[src/rtl/sensor_pkg.sv]
// Shared types and constants for the sensor init sequencer and its config ROM.
package sensor_pkg;

  // Sequencer states.
  typedef enum logic [3:0] {
    S_IDLE,
    S_LOAD,
    S_ISSUE,
    S_WAIT,
    S_SETTLE,
    S_DELAY,
    S_NEXT,
    S_DONE,
    S_ERROR
  } state_e;

  // A register field equal to this value turns the entry into a wait, not a write.
  localparam logic [7:0] DELAY_MARKER = 8'hFF;

  // Table word layout: {reg[15:8], data[7:0]}.
  localparam int REG_MSB  = 15;
  localparam int REG_LSB  = 8;
  localparam int DATA_MSB = 7;
  localparam int DATA_LSB = 0;

  typedef logic [255:0][15:0] table_t;

  function automatic logic [7:0] word_reg(input logic [15:0] w);
    return w[REG_MSB:REG_LSB];
  endfunction

  function automatic logic [7:0] word_data(input logic [15:0] w);
    return w[DATA_MSB:DATA_LSB];
  endfunction

  // Default bring-up table; unused slots are minimum-length delays so a
  // longer NUM_ENTRIES never writes stray registers.
  function automatic table_t default_table();
    table_t t;
    for (int i = 0; i < 256; i++) t[i] = {DELAY_MARKER, 8'h00};
    t[0] = 16'h1280;
    t[1] = 16'h1101;
    t[2] = 16'h6B4A;
    return t;
  endfunction

endpackage

[src/rtl/sensor_init_sequencer_if.sv]
// Handshake between the init sequencer and the single-register I2C writer.
interface sensor_init_sequencer_if;
  logic [6:0] wr_dev_address;
  logic [7:0] wr_reg_address;
  logic [7:0] wr_data;
  logic       wr_start;
  logic       wr_done;
  logic       wr_failure;

  modport master (
    output wr_dev_address, wr_reg_address, wr_data, wr_start,
    input  wr_done, wr_failure
  );

  modport slave (
    input  wr_dev_address, wr_reg_address, wr_data, wr_start,
    output wr_done, wr_failure
  );
endinterface

[src/rtl/sensor_config_rom.sv]
// Synchronous 256x16 table of (register, data) words, one-cycle read latency.
module sensor_config_rom
  import sensor_pkg::*;
#(
  parameter table_t TABLE = default_table()
) (
  input  logic        clk,
  input  logic [7:0]  addr_i,
  output logic [15:0] word_o
);

  logic [15:0] word_q;

  // Registered read of the addressed word.
  // NOTE: the read register has no reset; its contents are constant and are
  // only consumed in LOAD, one cycle after a valid address has been presented.
  always_ff @(posedge clk) begin
    word_q <= TABLE[addr_i];
  end

  assign word_o = word_q;

endmodule

[src/rtl/sensor_init_sequencer.sv]
// Walks the config table, issuing one I2C register write per entry with
// retries, settle gaps and in-table delays; reports done/error upward.
module sensor_init_sequencer
  import sensor_pkg::*;
#(
  parameter int         NUM_ENTRIES     = 32,
  parameter logic [6:0] DEV_ADDR        = 7'h21,
  parameter int         MAX_RETRIES     = 3,
  parameter int         SETTLE_CYCLES   = 64,
  parameter int         WATCHDOG_CYCLES = 2000000,
  parameter int         DELAY_SHIFT     = 10,
  parameter table_t     INIT_TABLE      = default_table()
) (
  input  logic       clk,
  input  logic       reset,
  input  logic       go,
  output logic       busy,
  output logic       init_done,
  output logic       init_error,
  output logic [7:0] error_index,
  sensor_init_sequencer_if.master wr
);

  localparam int RW = (MAX_RETRIES > 0) ? $clog2(MAX_RETRIES + 1) : 1;
  localparam int WW = $clog2(WATCHDOG_CYCLES + 1);
  localparam int SW = $clog2(SETTLE_CYCLES);
  localparam int DW = 8 + DELAY_SHIFT;

  localparam logic [RW-1:0] MAX_R       = RW'(MAX_RETRIES);
  localparam logic [WW-1:0] WDOG_LIMIT  = WW'(WATCHDOG_CYCLES);
  localparam logic [SW-1:0] SETTLE_LAST = SW'(SETTLE_CYCLES - 1);
  localparam logic [7:0]    LAST_INDEX  = 8'(NUM_ENTRIES - 1);
  // Low bits of a delay count: (data+1)<<SHIFT cycles means loading (data<<SHIFT)+fill.
  localparam logic [DW-1:0] DELAY_FILL  = DW'((1 << DELAY_SHIFT) - 1);

  state_e        state_q, state_d;
  logic [7:0]    index_q, index_d;
  logic [RW-1:0] retry_q, retry_d;
  logic [WW-1:0] wdog_q, wdog_d;
  logic [SW-1:0] settle_q, settle_d;
  logic [DW-1:0] delay_q, delay_d;
  logic          busy_q, busy_d;
  logic          done_q, done_d;
  logic          error_q, error_d;
  logic [7:0]    err_idx_q, err_idx_d;
  logic [7:0]    reg_q, reg_d;
  logic [7:0]    data_q, data_d;
  logic          start;
  logic [15:0]   rom_word;

  // The ROM is addressed with the next index so the word is ready during LOAD.
  sensor_config_rom #(.TABLE(INIT_TABLE)) u_rom (
    .clk    (clk),
    .addr_i (index_d),
    .word_o (rom_word)
  );

  // Next-state and datapath updates for the sequencer.
  always_comb begin
    // NOTE: every signal gets its hold value first, so no path through the
    // case statement leaves one unassigned and no latch is inferred.
    state_d   = state_q;
    index_d   = index_q;
    retry_d   = retry_q;
    wdog_d    = wdog_q;
    settle_d  = settle_q;
    delay_d   = delay_q;
    busy_d    = busy_q;
    done_d    = done_q;
    error_d   = error_q;
    err_idx_d = err_idx_q;
    reg_d     = reg_q;
    data_d    = data_q;
    start     = 1'b0;

    unique case (state_q)
      S_IDLE: begin
        if (go) begin
          state_d = S_LOAD;
          busy_d  = 1'b1;
          index_d = 8'd0;
          retry_d = '0;
          done_d  = 1'b0;
          error_d = 1'b0;
        end
      end
      S_LOAD: begin
        if (word_reg(rom_word) == DELAY_MARKER) begin
          delay_d = (DW'(word_data(rom_word)) << DELAY_SHIFT) | DELAY_FILL;
          state_d = S_DELAY;
        end else begin
          reg_d   = word_reg(rom_word);
          data_d  = word_data(rom_word);
          state_d = S_ISSUE;
        end
      end
      S_ISSUE: begin
        start   = 1'b1;
        wdog_d  = WW'(1);
        state_d = S_WAIT;
      end
      S_WAIT: begin
        // Failure (or a silent writer) wins over a coincident done.
        if (wr.wr_failure || (wdog_q >= WDOG_LIMIT)) begin
          if (retry_q < MAX_R) begin
            retry_d  = retry_q + RW'(1);
            settle_d = '0;
            state_d  = S_SETTLE;
          end else begin
            busy_d    = 1'b0;
            error_d   = 1'b1;
            err_idx_d = index_q;
            state_d   = S_ERROR;
          end
        end else if (wr.wr_done) begin
          retry_d  = '0;
          settle_d = '0;
          state_d  = S_SETTLE;
        end else if (wdog_q < WDOG_LIMIT) begin
          wdog_d = wdog_q + WW'(1);
        end
      end
      S_SETTLE: begin
        // A nonzero retry count means the same entry must be re-issued.
        if (settle_q == SETTLE_LAST) begin
          state_d = (retry_q != '0) ? S_ISSUE : S_NEXT;
        end else begin
          settle_d = settle_q + SW'(1);
        end
      end
      S_DELAY: begin
        if (delay_q == '0) state_d = S_NEXT;
        else               delay_d = delay_q - DW'(1);
      end
      S_NEXT: begin
        if (index_q == LAST_INDEX) begin
          busy_d  = 1'b0;
          done_d  = 1'b1;
          state_d = S_DONE;
        end else begin
          index_d = index_q + 8'd1;
          state_d = S_LOAD;
        end
      end
      S_DONE:  state_d = S_IDLE;
      S_ERROR: state_d = S_IDLE;
      default: state_d = S_IDLE;
    endcase
  end

  // State and datapath registers with synchronous reset.
  always_ff @(posedge clk) begin
    // NOTE: non-blocking assignments so every register samples pre-edge values.
    if (reset) begin
      state_q   <= S_IDLE;
      index_q   <= '0;
      retry_q   <= '0;
      wdog_q    <= '0;
      settle_q  <= '0;
      delay_q   <= '0;
      busy_q    <= 1'b0;
      done_q    <= 1'b0;
      error_q   <= 1'b0;
      err_idx_q <= '0;
      reg_q     <= '0;
      data_q    <= '0;
    end else begin
      state_q   <= state_d;
      index_q   <= index_d;
      retry_q   <= retry_d;
      wdog_q    <= wdog_d;
      settle_q  <= settle_d;
      delay_q   <= delay_d;
      busy_q    <= busy_d;
      done_q    <= done_d;
      error_q   <= error_d;
      err_idx_q <= err_idx_d;
      reg_q     <= reg_d;
      data_q    <= data_d;
    end
  end

  assign busy              = busy_q;
  assign init_done         = done_q;
  assign init_error        = error_q;
  assign error_index       = err_idx_q;
  assign wr.wr_dev_address = DEV_ADDR;
  assign wr.wr_reg_address = reg_q;
  assign wr.wr_data        = data_q;
  assign wr.wr_start       = start;

endmodule

[src/flat_wrapper.sv]
// flat-port wrapper written by rule: the top's interface ports become plain ports
module sensor_init_sequencer_flat import sensor_pkg::*;
#(
  parameter int         NUM_ENTRIES     = 32,
  parameter logic [6:0] DEV_ADDR        = 7'h21,
  parameter int         MAX_RETRIES     = 3,
  parameter int         SETTLE_CYCLES   = 64,
  parameter int         WATCHDOG_CYCLES = 2000000,
  parameter int         DELAY_SHIFT     = 10,
  parameter table_t     INIT_TABLE      = default_table()
)
  (clk, reset, go, busy, init_done, init_error, error_index, wr_wr_dev_address, wr_wr_reg_address, wr_wr_data, wr_wr_start, wr_wr_done, wr_wr_failure);
  sensor_init_sequencer_if wr_i ();
  input  logic clk;
  input  logic reset;
  input  logic go;
  output logic busy;
  output logic init_done;
  output logic init_error;
  output logic [7:0] error_index;
  output wire logic [$bits(wr_i.wr_dev_address)-1:0] wr_wr_dev_address;
  output wire logic [$bits(wr_i.wr_reg_address)-1:0] wr_wr_reg_address;
  output wire logic [$bits(wr_i.wr_data)-1:0] wr_wr_data;
  output wire logic [$bits(wr_i.wr_start)-1:0] wr_wr_start;
  input wire logic [$bits(wr_i.wr_done)-1:0] wr_wr_done;
  input wire logic [$bits(wr_i.wr_failure)-1:0] wr_wr_failure;
  assign wr_wr_dev_address = wr_i.wr_dev_address;
  assign wr_wr_reg_address = wr_i.wr_reg_address;
  assign wr_wr_data = wr_i.wr_data;
  assign wr_wr_start = wr_i.wr_start;
  assign wr_i.wr_done = wr_wr_done;
  assign wr_i.wr_failure = wr_wr_failure;
  sensor_init_sequencer #(.NUM_ENTRIES(NUM_ENTRIES), .DEV_ADDR(DEV_ADDR), .MAX_RETRIES(MAX_RETRIES), .SETTLE_CYCLES(SETTLE_CYCLES), .WATCHDOG_CYCLES(WATCHDOG_CYCLES), .DELAY_SHIFT(DELAY_SHIFT), .INIT_TABLE(INIT_TABLE)) u_core (.clk(clk), .reset(reset), .go(go), .busy(busy), .init_done(init_done), .init_error(init_error), .error_index(error_index), .wr(wr_i));
endmodule
[config.mk]
export PLATFORM = sky130hd
export DESIGN_NAME = sensor_init_sequencer_flat
export DESIGN_NICKNAME = d
export VERILOG_FILES = /design/src/rtl/sensor_pkg.sv /design/src/rtl/sensor_init_sequencer_if.sv /design/src/rtl/sensor_config_rom.sv /design/src/rtl/sensor_init_sequencer.sv /design/src/flat_wrapper.sv
export SDC_FILE = /design/constraint.sdc
export NUM_CORES = 1
export LEC_CHECK = 0
export CORE_MARGIN = 10
export CORE_UTILIZATION = 58
export CTS_CLUSTER_SIZE = 16
export DETAILED_ROUTE_END_ITERATION = 7
export GPL_ROUTABILITY_DRIVEN = 0
export PLACE_DENSITY = 0.82
export SYNTH_ARGS = -nofsm -noshare
export SYNTH_HDL_FRONTEND = slang
export SYNTH_HIERARCHICAL = 1
export SYNTH_SLANG_ARGS = --single-unit
[constraint.sdc]
create_clock -name clk -period 2.9 [get_ports clk]
set_input_delay 0.58 -clock clk [delete_from_list [all_inputs] [get_ports clk]]
set_output_delay 0.58 -clock clk [all_outputs]
set_load 0.01 [all_outputs]
Yosys cells after proc, flatten, opt, wreduce, memory -nomap -nowiden. Memory sizes are Yosys's and may differ from the RTL's. A register that Yosys moved wholly into a read port is not among the register bits. Cells that the tools add are included.

Register bits: 86. Memories kept: 1. Bits in read-only memories: 4096. Word-level logic and storage cells: 108. Memory bits (writable): 0. Latch bits: 0.

Memory list: (name not given) (depth 256, width 16, rd ports 1, clocked after memory_dff 1, wr ports 0, RTL line sensor_config_rom.sv:18) `word_q <= TABLE[addr_i];`.

Equal/unequal tests: 23. Multipliers: 0. Shift operators: 0. Add/subtract/negate cells: 5. Reductions and logical operators: 20. Mux-type cells: 42. $lt $le $gt $ge: 3. Bitwise logic cells: 2. Div/mod/pow operators: 0.

Operators by type and width (number): $mux W21 (3); $pmux W21 S2 (1); $mux W18 (2); $pmux W18 S2 (1); $pmux W4 S7 (1); $mux W4 (6); $mux W6 (4); $add A21 B1 Y21 const B (1); $ge A21 B21 Y1 const B (1); $lt A21 B21 Y1 const B (1); $reduce_and A4 Y1 (5); $logic_not A18 Y1 (1); $sub A18 B1 Y18 const B (1); $mux W8 (2); $pmux W8 S2 (1); $eq A4 B3 Y1 const B (3); $ne A2 B1 Y1 const B (6); $ne A2 B2 Y1 const B (6); $pmux W6 S2 (1); $reduce_bool A2 Y1 (6); $mux W1 (9); $mux W3 (3); $reduce_and A3 Y1 (3); $add A8 B1 Y8 const B (1); 20 further kinds (26).

Depth between registers and ports, before layout.
Depth in word-level cells: 5. Gate-level depth with buffers: 9. Depth with buffers taken out: 8.

Hierarchy. Netlist, hierarchy kept.

By module, submodules not included: sensor_init_sequencer (area each 4309.1 µm², instances 1, sequential area each 1721.7 µm², cells an instance 514); sensor_config_rom (area each 335.3 µm², instances 1, sequential area each 160.2 µm², cells an instance 31).

Least setup slack after synthesis. No wires, ideal clock.

Path type: register to register. Start: reg u_core.delay_q[2]. End: reg u_core.state_q[0]. Slack: 0.726 ns. Library setup time: 0.133 ns. Cell stages (with the launch flop): 7. Required time: 2.767 ns. Path buffers: 1. Arrival: 2.042 ns. Clock period less this slack: 2.174 ns. Cells stage by stage: dfxtp_1 > or4_4 > nor4_4 > a21oi_1 > buf_2 > o31ai_1 > a31oi_1.

Word-level cells in the longest chain between the ends: 3.

RTL lines: from (decl) (RTL line sensor_init_sequencer.sv:41) `logic [DW-1:0] delay_q, delay_d;`; from (signal assigned) (RTL line sensor_init_sequencer.sv:173) `delay_q <= delay_d;`; $logic_not A18 Y1 (RTL line sensor_init_sequencer.sv:132) `if (delay_q == '0) state_d = S_NEXT;`; $ne A2 B1 Y1 (no line); $reduce_and A4 Y1 (no line); to (signal assigned) (RTL line sensor_init_sequencer.sv:168) `state_q <= state_d;`; to (decl) (RTL line sensor_init_sequencer.sv:36) `state_e state_q, state_d;`.

No other way between the ends. A chain may end at the register's enable or synchronous reset.

Worst setup path in the final report.
Start: reg u_core.state_q[3]. End: out wr_wr_start.

Word-level cells in the longest chain between the ends: 2.

RTL lines: $eq A4 B2 Y1 (RTL line sensor_init_sequencer.sv:76) `unique case (state_q)`; $mux W1 (RTL line sensor_init_sequencer.sv:76); to (decl) (RTL line flat_wrapper.sv:24) `output wire logic [$bits(wr_i.wr_start)-1:0] wr_wr_start;`.

No other way between the ends.

==> metrics.md <==
| Metric | Value |
|---|---|
| Status | completed |
| Synth warn | 6 |
| Clock-pin slew on the worst setup and hold paths | roughly 0.090 ns |
| Async SR Flop Fraction | 0 |
| Avg Cell Area, Syn | between 8 and 9 sq um |
| Busiest grt layer | met2 |
| Top achievable clock speed | a little over 400 MHz |
| Reg-to-reg endpoint | u_core/delay_q[10] |
| Worst-margin pin slew | 1.08 ns |
| M2 GR Usage | 0.293 |
| Post-CTS setup buffers | 0 |
| Setup CP Type | register to output port |
| Initial antenna violation count | 0 |
| Fillers | around 630 |
| Number of synthesized flops with an enable pin | 0 |
| Cts hold-fix bufs | 0 |
| Final period util | 0.849 |
| Sum Neg Setup Slack | 0 ns |
| P&R area growth vs syn | 12.5% |
| Top Ports | 40 |
| RR Startpoint | u_core/state_q[3] |
| Most frequent cell after synthesis | dfxtp_1 |
| Crit start category | register |
| All-layer global routing usage | 0.171 |
| Pin count of the biggest net entering global routing | 36 |
| Die width | 109 um |
| CP Capture Type | output port |
| DR vias | ~4000 |
| Unique masters post-synth | 66 |
| Final nets | just under 600 |
| Global route overflow | 0 |
| Worst setup margin | ~0.44 ns |
| Synth Instances | between 500 and 600 |
| Synth area leader | dfxtp_1 |
| Worst r2r path cells | 6 |
| Die area | 12000 sq um |
| Register-to-register setup slack | slightly above 0.5 ns |
| Post-Syn Area | around 4600 sq um |
| Hold Path Origin | u_core/wr.wr_reg_address[1] |
| Fin. Hold Viols | 0 |
| Critical Path Start | u_core/state_q[3] |
| First-pass GRT wire length | 17000 um |
| CTS tree | done |
| Max Root-Sink Buffers | 2 |
| Total routed wirelength | roughly 10000 um |
| DR pass1 iterations | 5 |
| Routed len/inst | 15.0 um |
| Worst min path class | register to register |
| Die Y | ~110 um |
| Leak pwr | 2.11 nW |
| ANT cells | 0 |
| Worst EP required | around 2.3 ns |
| DRC violation count after routing | 0 |
| CTS Sinks | 94 |
| Hold Crit Depth | 2 |
| Main synth FF type | dfxtp_1 |
| Rel. slew slack | 0.277 |
| H-tree Lvls | 3 |
| Synthesis-stage register bit count | 94 |
| Layout cells sized above 1 | 0.0852 |
| Worst-path fanout max | 12 |
| CP arrival | about 1.9 ns |
| Sequential area share after synthesis | 0.405 |
| Vias in the first global route | between 3000 and 4000 |
| CTS resizes | 0 |
| DP Wirelength | around 7000 um |
| Max_cap viols | 0 |
| Synth top area share | 0.405 |
| Clock Skews | around 0.013 ns |
| Root Driver | clkbuf_8 |
| Met1 Use GR | 0.208 |
| Top cell types by occurrence after synthesis | 94 x dfxtp_1, 78 x nor2_1, 34 x nand2_1 |
| Core area | between 7000 and 8000 sq um |
| Min Tclk post-route | ~2.5 ns |
| # rows | 32 |
| Final setup violation count | 0 |
| Hold Path End | u_core/wr.wr_reg_address[1] |
| RSZ-0062 raised after global routing | false |
| Avg Vias per Cell | 5.83 |
| Maximum VDD drop | just under 0.3 mV |
| Post-layout util | 0.673 |
| Starting Density | 0.598 |
| Num CTS Buffers | 9 |
| Max-slew violation count | 0 |
| Largest cells by area after synthesis | dfxtp_1 41%, nor2_1 6.3%, mux2i_1 5.4% |
| Post-Place Setup Slack | 0.307 ns |
| Post-route antenna net violation count | 0 |
| Total power | 2.45 mW |
| PwrDens | roughly 470 nW/um^2 |
| Initial drt markers | ~270 |
| PortBufs | 32 |
| M3 GR Usage | 0.0421 |
| Clk Latency, worst-skew pair | between 0.3 and 0.4 ns |
==> metrics by stage <==
step,area [sq um],std cells,hold slack [ns]
floorplan,4670,552,0.437
global placement,5010,661,0.445
detailed placement,5010,661,0.446
CTS,5230,677,0.468
global route,5230,677,0.481
finish,5230,677,0.463
==> per-layer routing <==
layer / share of wire / up-vias
met5: 0 / -
met4: 0.0099 / 0
met3: 0.056 / 10
met2: 0.50 / 107
met1: 0.44 / 1876
li1: - / 1957
==> layout make-up <==
cell class,instances,area [sq um],area share
Clock buffer,10,138,0.0263
Clock inverter,6,75.1,0.0144
Inverter,20,75.1,0.0144
Multi-Input combinational cell,396,2490,0.476
Sequential cell,94,1880,0.360
Tap cell,102,128,0.0244
Timing Repair Buffer,49,443,0.0847
==> cells in the final DEF, fill, tap and decap left out, types with 4 or more instances in the layout <==
cell type,netlist,routed
a211oi_1,9,9
a21oi_1,28,28
a31oi_1,4,4
and3_1,9,9
buf_4,15,17
clkbuf_8,0,10
clkdlybuf4s50_1,0,31
conb_1,3,10
dfxtp_1,94,94
ha_1,7,7
inv_1,20,20
mux2i_1,25,25
nand2_1,34,34
nand3_1,21,21
nand4_1,12,12
nor2_1,78,78
nor2b_1,13,13
nor3_1,10,10
nor4_1,5,5
o211ai_1,4,4
o21ai_0,27,27
o31ai_1,6,6
or4_1,4,4
xnor2_1,4,4
xor2_1,22,22
==> power by group <==
group	internal [mW]	total, mW	switching (mW)
clock	0.438	0.923	0.485
sequential	1.31	1.32	0.0109
combinational	0.0885	0.213	0.124
total	1.83	2.45	0.620
==> how the worst max path moves through the flow <==
stage               cells past startpoint  slack [ns]                endpoint
floorplan                               6        0.73       u_core/state_q[0]
global placement                        7        0.41  u_core/u_rom/word_o[6]
detailed placement                      7        0.31  u_core/u_rom/word_o[6]
CTS                                     4        0.42             wr_wr_start
global route                            8        0.21  u_core/u_rom/word_o[6]
finish                                  4        0.44             wr_wr_start
==> critical path, cell delays in order, from the launching register on <==
cell	delay (ns)
dfxtp_1	0.33
buf_4	0.17
nor2_1	0.26
and2_1	0.21
clkdlybuf4s50_1	0.55
==> cells by family (layout without fill, tap and decap cells) <==
family,after synthesis,count (layout),synth area share
buffers and inverters,62,85,0.0660
AO/OA/AOI/OAI,111,111,0.160
XOR/XNOR,26,26,0.0490
multiplexers,25,25,0.0539
flip-flops,94,94,0.405
other,3,10,0.00242
AND/OR/NAND/NOR,217,217,0.245
adder cells (fa/ha/maj),7,7,0.0189
==> sequential cells by signal, summed over array words and instances (netlist names) <==
signal                    count
u_core/init_done              1
u_core/busy                   1
u_core/retry_q                2
u_core/state_q                4
u_core/wdog_q                21
u_core/init_error             1
u_core/wr.wr_reg_address      8
u_core/u_rom/word_o           8
u_core/index_q                8
u_core/settle_q               6
u_core/delay_q               18
u_core/error_index            8
u_core/wr.wr_data             8
No activity file was read; power rests on OpenSTA's default activity.
